`config.mk`:
```
export PLATFORM = sky130hd
export DESIGN_NAME = mem_addr_unit
export DESIGN_NICKNAME = d
export VERILOG_FILES = /design/src/rtl/mem_addr_unit.sv
export SDC_FILE = /design/constraint.sdc
export NUM_CORES = 1
export LEC_CHECK = 0
export BUFFER_PORTS_ARGS = -buffer_cell sky130_fd_sc_hd__buf_2
export CORE_AREA = 3 3 90 101
export DETAILED_ROUTE_END_ITERATION = 10
export DIE_AREA = 0 0 93 104
export PLACE_DENSITY_LB_ADDON = 0.08
export SYNTH_ARGS = -nofsm -noshare
export SYNTH_HDL_FRONTEND = slang
export SYNTH_SLANG_ARGS = --single-unit
```
`constraint.sdc`:
```
create_clock -name clk -period 2.2 [get_ports clk]
set_input_delay 0.22 -clock clk [delete_from_list [all_inputs] [get_ports clk]]
set_output_delay 0.22 -clock clk [all_outputs]
set_load 0.005 [all_outputs]
```
`src/rtl/mem_addr_unit.sv`:
```
// PC, data-address and memory-bus unit: RAM/LED/switch decode, 1-cycle read return, sticky bus error.
// Define MEM_ACCESS_COUNT_EN to build the saturating fetch/load/store access counters.
module mem_addr_unit #(
  parameter int unsigned ADDR_W = 9,
  parameter int unsigned DATA_W = 16,
  parameter int unsigned RAM_AW = 8,
  parameter logic [ADDR_W-1:0] LED_ADDR = 9'h100,
  parameter logic [ADDR_W-1:0] SW_ADDR  = 9'h140
) (
  input  logic              clk,
  input  logic              reset,
  input  logic              load_pc,
  input  logic              reset_pc,
  input  logic              load_addr,
  input  logic              addr_sel,
  input  logic [1:0]        mem_cmd,
  input  logic [DATA_W-1:0] datapath_out,
  input  logic [DATA_W-1:0] ram_dout,
  input  logic [7:0]        sw,
  output logic [RAM_AW-1:0] ram_addr,
  output logic [DATA_W-1:0] ram_din,
  output logic              ram_we,
  output logic [DATA_W-1:0] mdata,
  output logic [ADDR_W-1:0] pc,
  output logic [ADDR_W-1:0] mem_addr,
  output logic [7:0]        ledr,
  output logic              bus_err,
  output logic [15:0]       fetch_cnt,
  output logic [15:0]       load_cnt,
  output logic [15:0]       store_cnt
);

  localparam logic [1:0] CMD_NONE  = 2'b00;
  localparam logic [1:0] CMD_READ  = 2'b01;
  localparam logic [1:0] CMD_WRITE = 2'b10;
  localparam logic [1:0] CMD_ILL   = 2'b11;

  typedef enum logic [1:0] {
    TAG_NONE = 2'd0,
    TAG_RAM  = 2'd1,
    TAG_SW   = 2'd2
  } rd_tag_t;

  logic [ADDR_W-1:0] pc_q, pc_d;
  logic [ADDR_W-1:0] daddr_q, daddr_d;
  logic [7:0]        led_q, led_d;
  logic [7:0]        sw_q, sw_d;
  logic              err_q, err_d;
  rd_tag_t           tag_q, tag_d;
  logic              is_ram, is_led, is_sw;

  assign mem_addr = addr_sel ? pc_q : daddr_q;
  assign is_ram   = ~mem_addr[ADDR_W-1];
  assign is_led   = (mem_addr == LED_ADDR);
  assign is_sw    = (mem_addr == SW_ADDR);
  assign ram_addr = mem_addr[RAM_AW-1:0];
  assign ram_din  = datapath_out;
  assign ram_we   = (mem_cmd == CMD_WRITE) && is_ram;
  assign pc       = pc_q;
  assign ledr     = led_q;
  assign bus_err  = err_q;

  // Next-state for PC, data address, LED, switch sample, read tag and error flag
  always_comb begin
    pc_d    = pc_q;
    daddr_d = daddr_q;
    led_d   = led_q;
    sw_d    = sw_q;
    err_d   = err_q;
    tag_d   = TAG_NONE;
    if (load_pc) begin
      if (reset_pc) begin
        pc_d = {ADDR_W{1'b0}};
      end else begin
        pc_d = pc_q + {{(ADDR_W-1){1'b0}}, 1'b1};
      end
    end else begin
      pc_d = pc_q;
    end
    if (load_addr) begin
      daddr_d = datapath_out[ADDR_W-1:0];
    end else begin
      daddr_d = daddr_q;
    end
    case (mem_cmd)
      CMD_READ: begin
        sw_d = sw;
        if (is_ram) begin
          tag_d = TAG_RAM;
        end else if (is_sw) begin
          tag_d = TAG_SW;
        end else begin
          tag_d = TAG_NONE;
          err_d = 1'b1;
        end
      end
      CMD_WRITE: begin
        if (is_led) begin
          led_d = datapath_out[7:0];
        end else if (!is_ram) begin
          err_d = 1'b1;
        end else begin
          led_d = led_q;
        end
      end
      CMD_ILL:  err_d = 1'b1;
      CMD_NONE: tag_d = TAG_NONE;
      default:  tag_d = TAG_NONE;
    endcase
  end

  // State registers
  always_ff @(posedge clk or negedge reset) begin
    if (!reset) begin
      pc_q    <= {ADDR_W{1'b0}};
      daddr_q <= {ADDR_W{1'b0}};
      led_q   <= 8'h00;
      sw_q    <= 8'h00;
      err_q   <= 1'b0;
      tag_q   <= TAG_NONE;
    end else begin
      pc_q    <= pc_d;
      daddr_q <= daddr_d;
      led_q   <= led_d;
      sw_q    <= sw_d;
      err_q   <= err_d;
      tag_q   <= tag_d;
    end
  end

  // Read-return mux steered by the tag captured on the read edge
  always_comb begin
    case (tag_q)
      TAG_RAM:  mdata = ram_dout;
      TAG_SW:   mdata = {{(DATA_W-8){1'b0}}, sw_q};
      TAG_NONE: mdata = {DATA_W{1'b0}};
      default:  mdata = {DATA_W{1'b0}};
    endcase
  end

`ifdef MEM_ACCESS_COUNT_EN
  logic [15:0] fetch_q, load_q, store_q;
  logic        rd_cyc, wr_cyc;

  assign rd_cyc    = (mem_cmd == CMD_READ);
  assign wr_cyc    = (mem_cmd == CMD_WRITE);
  assign fetch_cnt = fetch_q;
  assign load_cnt  = load_q;
  assign store_cnt = store_q;

  // Saturating access counters
  always_ff @(posedge clk or negedge reset) begin
    if (!reset) begin
      fetch_q <= 16'h0000;
      load_q  <= 16'h0000;
      store_q <= 16'h0000;
    end else begin
      if (rd_cyc && addr_sel && (fetch_q != 16'hFFFF)) begin
        fetch_q <= fetch_q + 16'd1;
      end
      if (rd_cyc && !addr_sel && (load_q != 16'hFFFF)) begin
        load_q <= load_q + 16'd1;
      end
      if (wr_cyc && (store_q != 16'hFFFF)) begin
        store_q <= store_q + 16'd1;
      end
    end
  end
`else
  assign fetch_cnt = 16'h0000;
  assign load_cnt  = 16'h0000;
  assign store_cnt = 16'h0000;
`endif

endmodule

```
==> flow_summary.toml <==
[global_routing]
grt_pass1_vias = 1614
grt_max_degree = 38
antenna_found_initial = 0
gr-total-overflow = 0
track_usage_pct = 11.3
grt_pass1_wl_um = 8610

[cells_and_area]
stdcell_count = 423
final_nets = 362
drive_above_1_share_pct = 47.1
seqCellArea_um2 = 926
final_cell_mix = "buf_2, conb_1, dfrtp_1"
syn2layout_area_growth_pct = 14.6
n_fill_cell = 882
mostFrequentLayoutCell = "buf_2"
multi_input_area_um2 = 1080
diodes = 0

[critical_path]
slowest_stage = "o41ai_4"
rr_worst_depth = 4
cp-start-kind = "register"
r2r_end = "ledr[3]"
arrival_ns = 2.15
worst-r2r-setup-slack_ns = 0.24
reg2reg_from = "daddr_q[2]"
slowest_delay_ns = 0.54
worstPathCellList = "nor4_1, nand2_1, o41ai_4, mux2_2"
cp_max_fo = 8
crit_path_end_kind = "register"
crit_required_ns = 2.39
critPathKind = "reg -> reg"

[clock_tree]
clk_latency_ns = 0.29
numCtsBuffers = 5
clkTransAtPathRegs_ns = 0.08
cts_resized = 0
cts_tree = "yes"
htree_num_levels = 2
cts_setup_buffers = 0
root_buffer = "clkbuf_8"
clockBufferDepth = 2
postCtsHoldBufs = 0
cts_sinks = 37

[synthesis]
synth-seq-cells = 37
avgSynthCellArea_um2 = 10.3
yosys_warnings = 0
syn_area_um2 = 2420
synth_cells = 235
synth_cell_types = 31
synth_seq_area_share_pct = 38.3

[drt]
vias = 1759
drt_wl_total_um = 5640
dr.first_iter.drc_count = 52
ant_nets = 0
routedWlPerCell_um = 13.3
via_per_inst = 4.16
dr.pass1.iters = 3
post-route-drc-count = 0

[sta]
min_period_over_period_pct = 89.3
slew_headroom_pct = 42.1
fin_worst_skew_ns = 0.0117
fmax_mhz = 509
post-route-min-period_ns = 1.96
setup_viol = 0
rsz0062_at_grt = "false"
drv_slew = 0
tightest_slew_ns = 0.868
tns_ns = 0
finalHoldViolations = 0

[floorplan]
die_area_um2 = 9670
initial_core_util_pct = 29.4
die_y_um = 104
core-area_um2 = 8230
die_x_um = 93
pin_count = 164
rows = 35

[power_and_ir_drop]
clockPowerShare_pct = 32.2
leakage_nw = 1.48
power_density_nw_per_um2 = 582
internal_power_w = 0.00114
seq_power_share_pct = 49.1
vdd_drop_max_mv = 0.308
swShare_pct = 29.1
combPwrFrac_pct = 18.7
p_sw_w = 0.000470

[placement]
io_buffers = 101
gp_congestion = 0.704
dp_hpwl_um = 4430
place_inst = 415

[worst_hold_path]
hp-class = "in -> async"

[job]
maxCapViolations = 0

[outcome]
outcome = "finished, final reports clean"
[worst max path at each step]
stage | from | endpoint | slack [ns]
after global routing | tag_q[0] | mdata[8] | 0.01
after detailed placement | daddr_q[7] | ledr[7] | 0.20
after global placement | daddr_q[2] | ledr[7] | 0.26
final | daddr_q[2] | ledr[3] | 0.24
after floorplan | daddr_q[7] | ledr[0] | 0.51
after CTS | tag_q[0] | mdata[14] | 0.19
[sequential cells by signal (all words and copies together), names as in the netlist]
name     count
bus_err      1
daddr_q      9
ledr         8
pc           9
sw_q         8
tag_q        2
[through the flow]
step | area [um2] | setup WS, ns | hold slack [ns] | util (%) | total power, W
detailed placement | 2680 | 0.199 | 0.399 | 32.5 | 0.00111
finish | 2770 | 0.235 | 0.0312 | 33.7 | 0.00161
CTS | 2770 | 0.189 | 0.0731 | 33.7 | 0.00164
global placement | 2680 | 0.262 | 0.391 | 32.5 | 0.00111
floorplan | 2600 | 0.506 | -0.0756 | - | 0.00106
global route | 2770 | 0.0145 | 0.101 | 33.7 | 0.00172
[layer usage]
metal / global-route usage [%] / vias up / part of all wire, %
met4: 3.25 / 0 / 1.2
met1: 14.2 / 817 / 42
met2: 18.3 / 107 / 47
li1: - / 828 / -
met5: 0 / - / 0
met3: 3.84 / 7 / 10
[power groups by stage]
stage | Clock (W) | Combinational (W) | Sequential (W)
after floorplan | 0 | 0.000269 | 0.000789
after global placement | 0 | 0.000305 | 0.000807
after detailed placement | 0 | 0.000306 | 0.000807
after CTS | 0.000535 | 0.000307 | 0.000795
after global routing | 0.000570 | 0.000344 | 0.000804
final | 0.000520 | 0.000301 | 0.000792
[cell type report]
cell class | count | share of cell area [%]
Timing Repair Buffer | 102 | 18.5
Multi-Input combinational cell | 160 | 38.9
Sequential cell | 37 | 33.4
Clock inverter | 2 | 0.496
Clock buffer | 6 | 2.98
Inverter | 5 | 0.677
Tap cell | 111 | 5.01
[cells in the mapped netlist (all sizes together)]
| cell | count | area, um2 |
|---|---|---|
| or2b | 1 | 11.3 |
| and3 | 2 | 12.5 |
| a211oi | 1 | 7.51 |
| dfrtp | 37 | 926 |
| nand4 | 4 | 25.0 |
| nand3b | 1 | 7.51 |
| a22oi | 8 | 60.1 |
| conb | 1 | 3.75 |
| nor4 | 2 | 12.5 |
| o41ai | 1 | 27.5 |
| nor4b | 2 | 17.5 |
| inv | 5 | 18.8 |
| ha | 3 | 37.5 |
| and2b | 1 | 7.51 |
| mux2i | 1 | 10.0 |
| or3 | 3 | 18.8 |
| o21ai | 5 | 25.0 |
| and2 | 10 | 62.6 |
| nand2 | 4 | 15.0 |
| o22ai | 1 | 6.26 |
| nor4bb | 1 | 10.0 |
| maj3 | 1 | 10.0 |
| nand3 | 2 | 10.0 |
| nor2b | 2 | 12.5 |
| nor2 | 14 | 52.6 |
| clkbuf | 7 | 26.3 |
| xor2 | 3 | 26.3 |
| a21oi | 4 | 20.0 |
| buf | 73 | 546 |
| mux2 | 35 | 394 |
[worst max-delay path, delay by kind of cell (launching register included)]
family             cells  cell delay [ns]
AOI/OAI and AO/OA      1             0.54
and+or+nand+nor        2             0.51
DFF                    1             0.40
muxes                  1             0.40
[kinds of logic after synthesis]
| logic type | count (synthesis) | share of synthesized area, % |
|---|---|---|
| AOI/OAI and AO/OA | 20 | 6.05 |
| muxes | 36 | 16.7 |
| other | 1 | 0.155 |
| and+or+nand+nor | 49 | 11.4 |
| adders and majority gates | 4 | 1.97 |
| xor gates and xnor gates | 3 | 1.09 |
| DFF | 37 | 38.3 |
| buffers and inverters | 85 | 24.4 |
(Power assumes the default switching activity.)
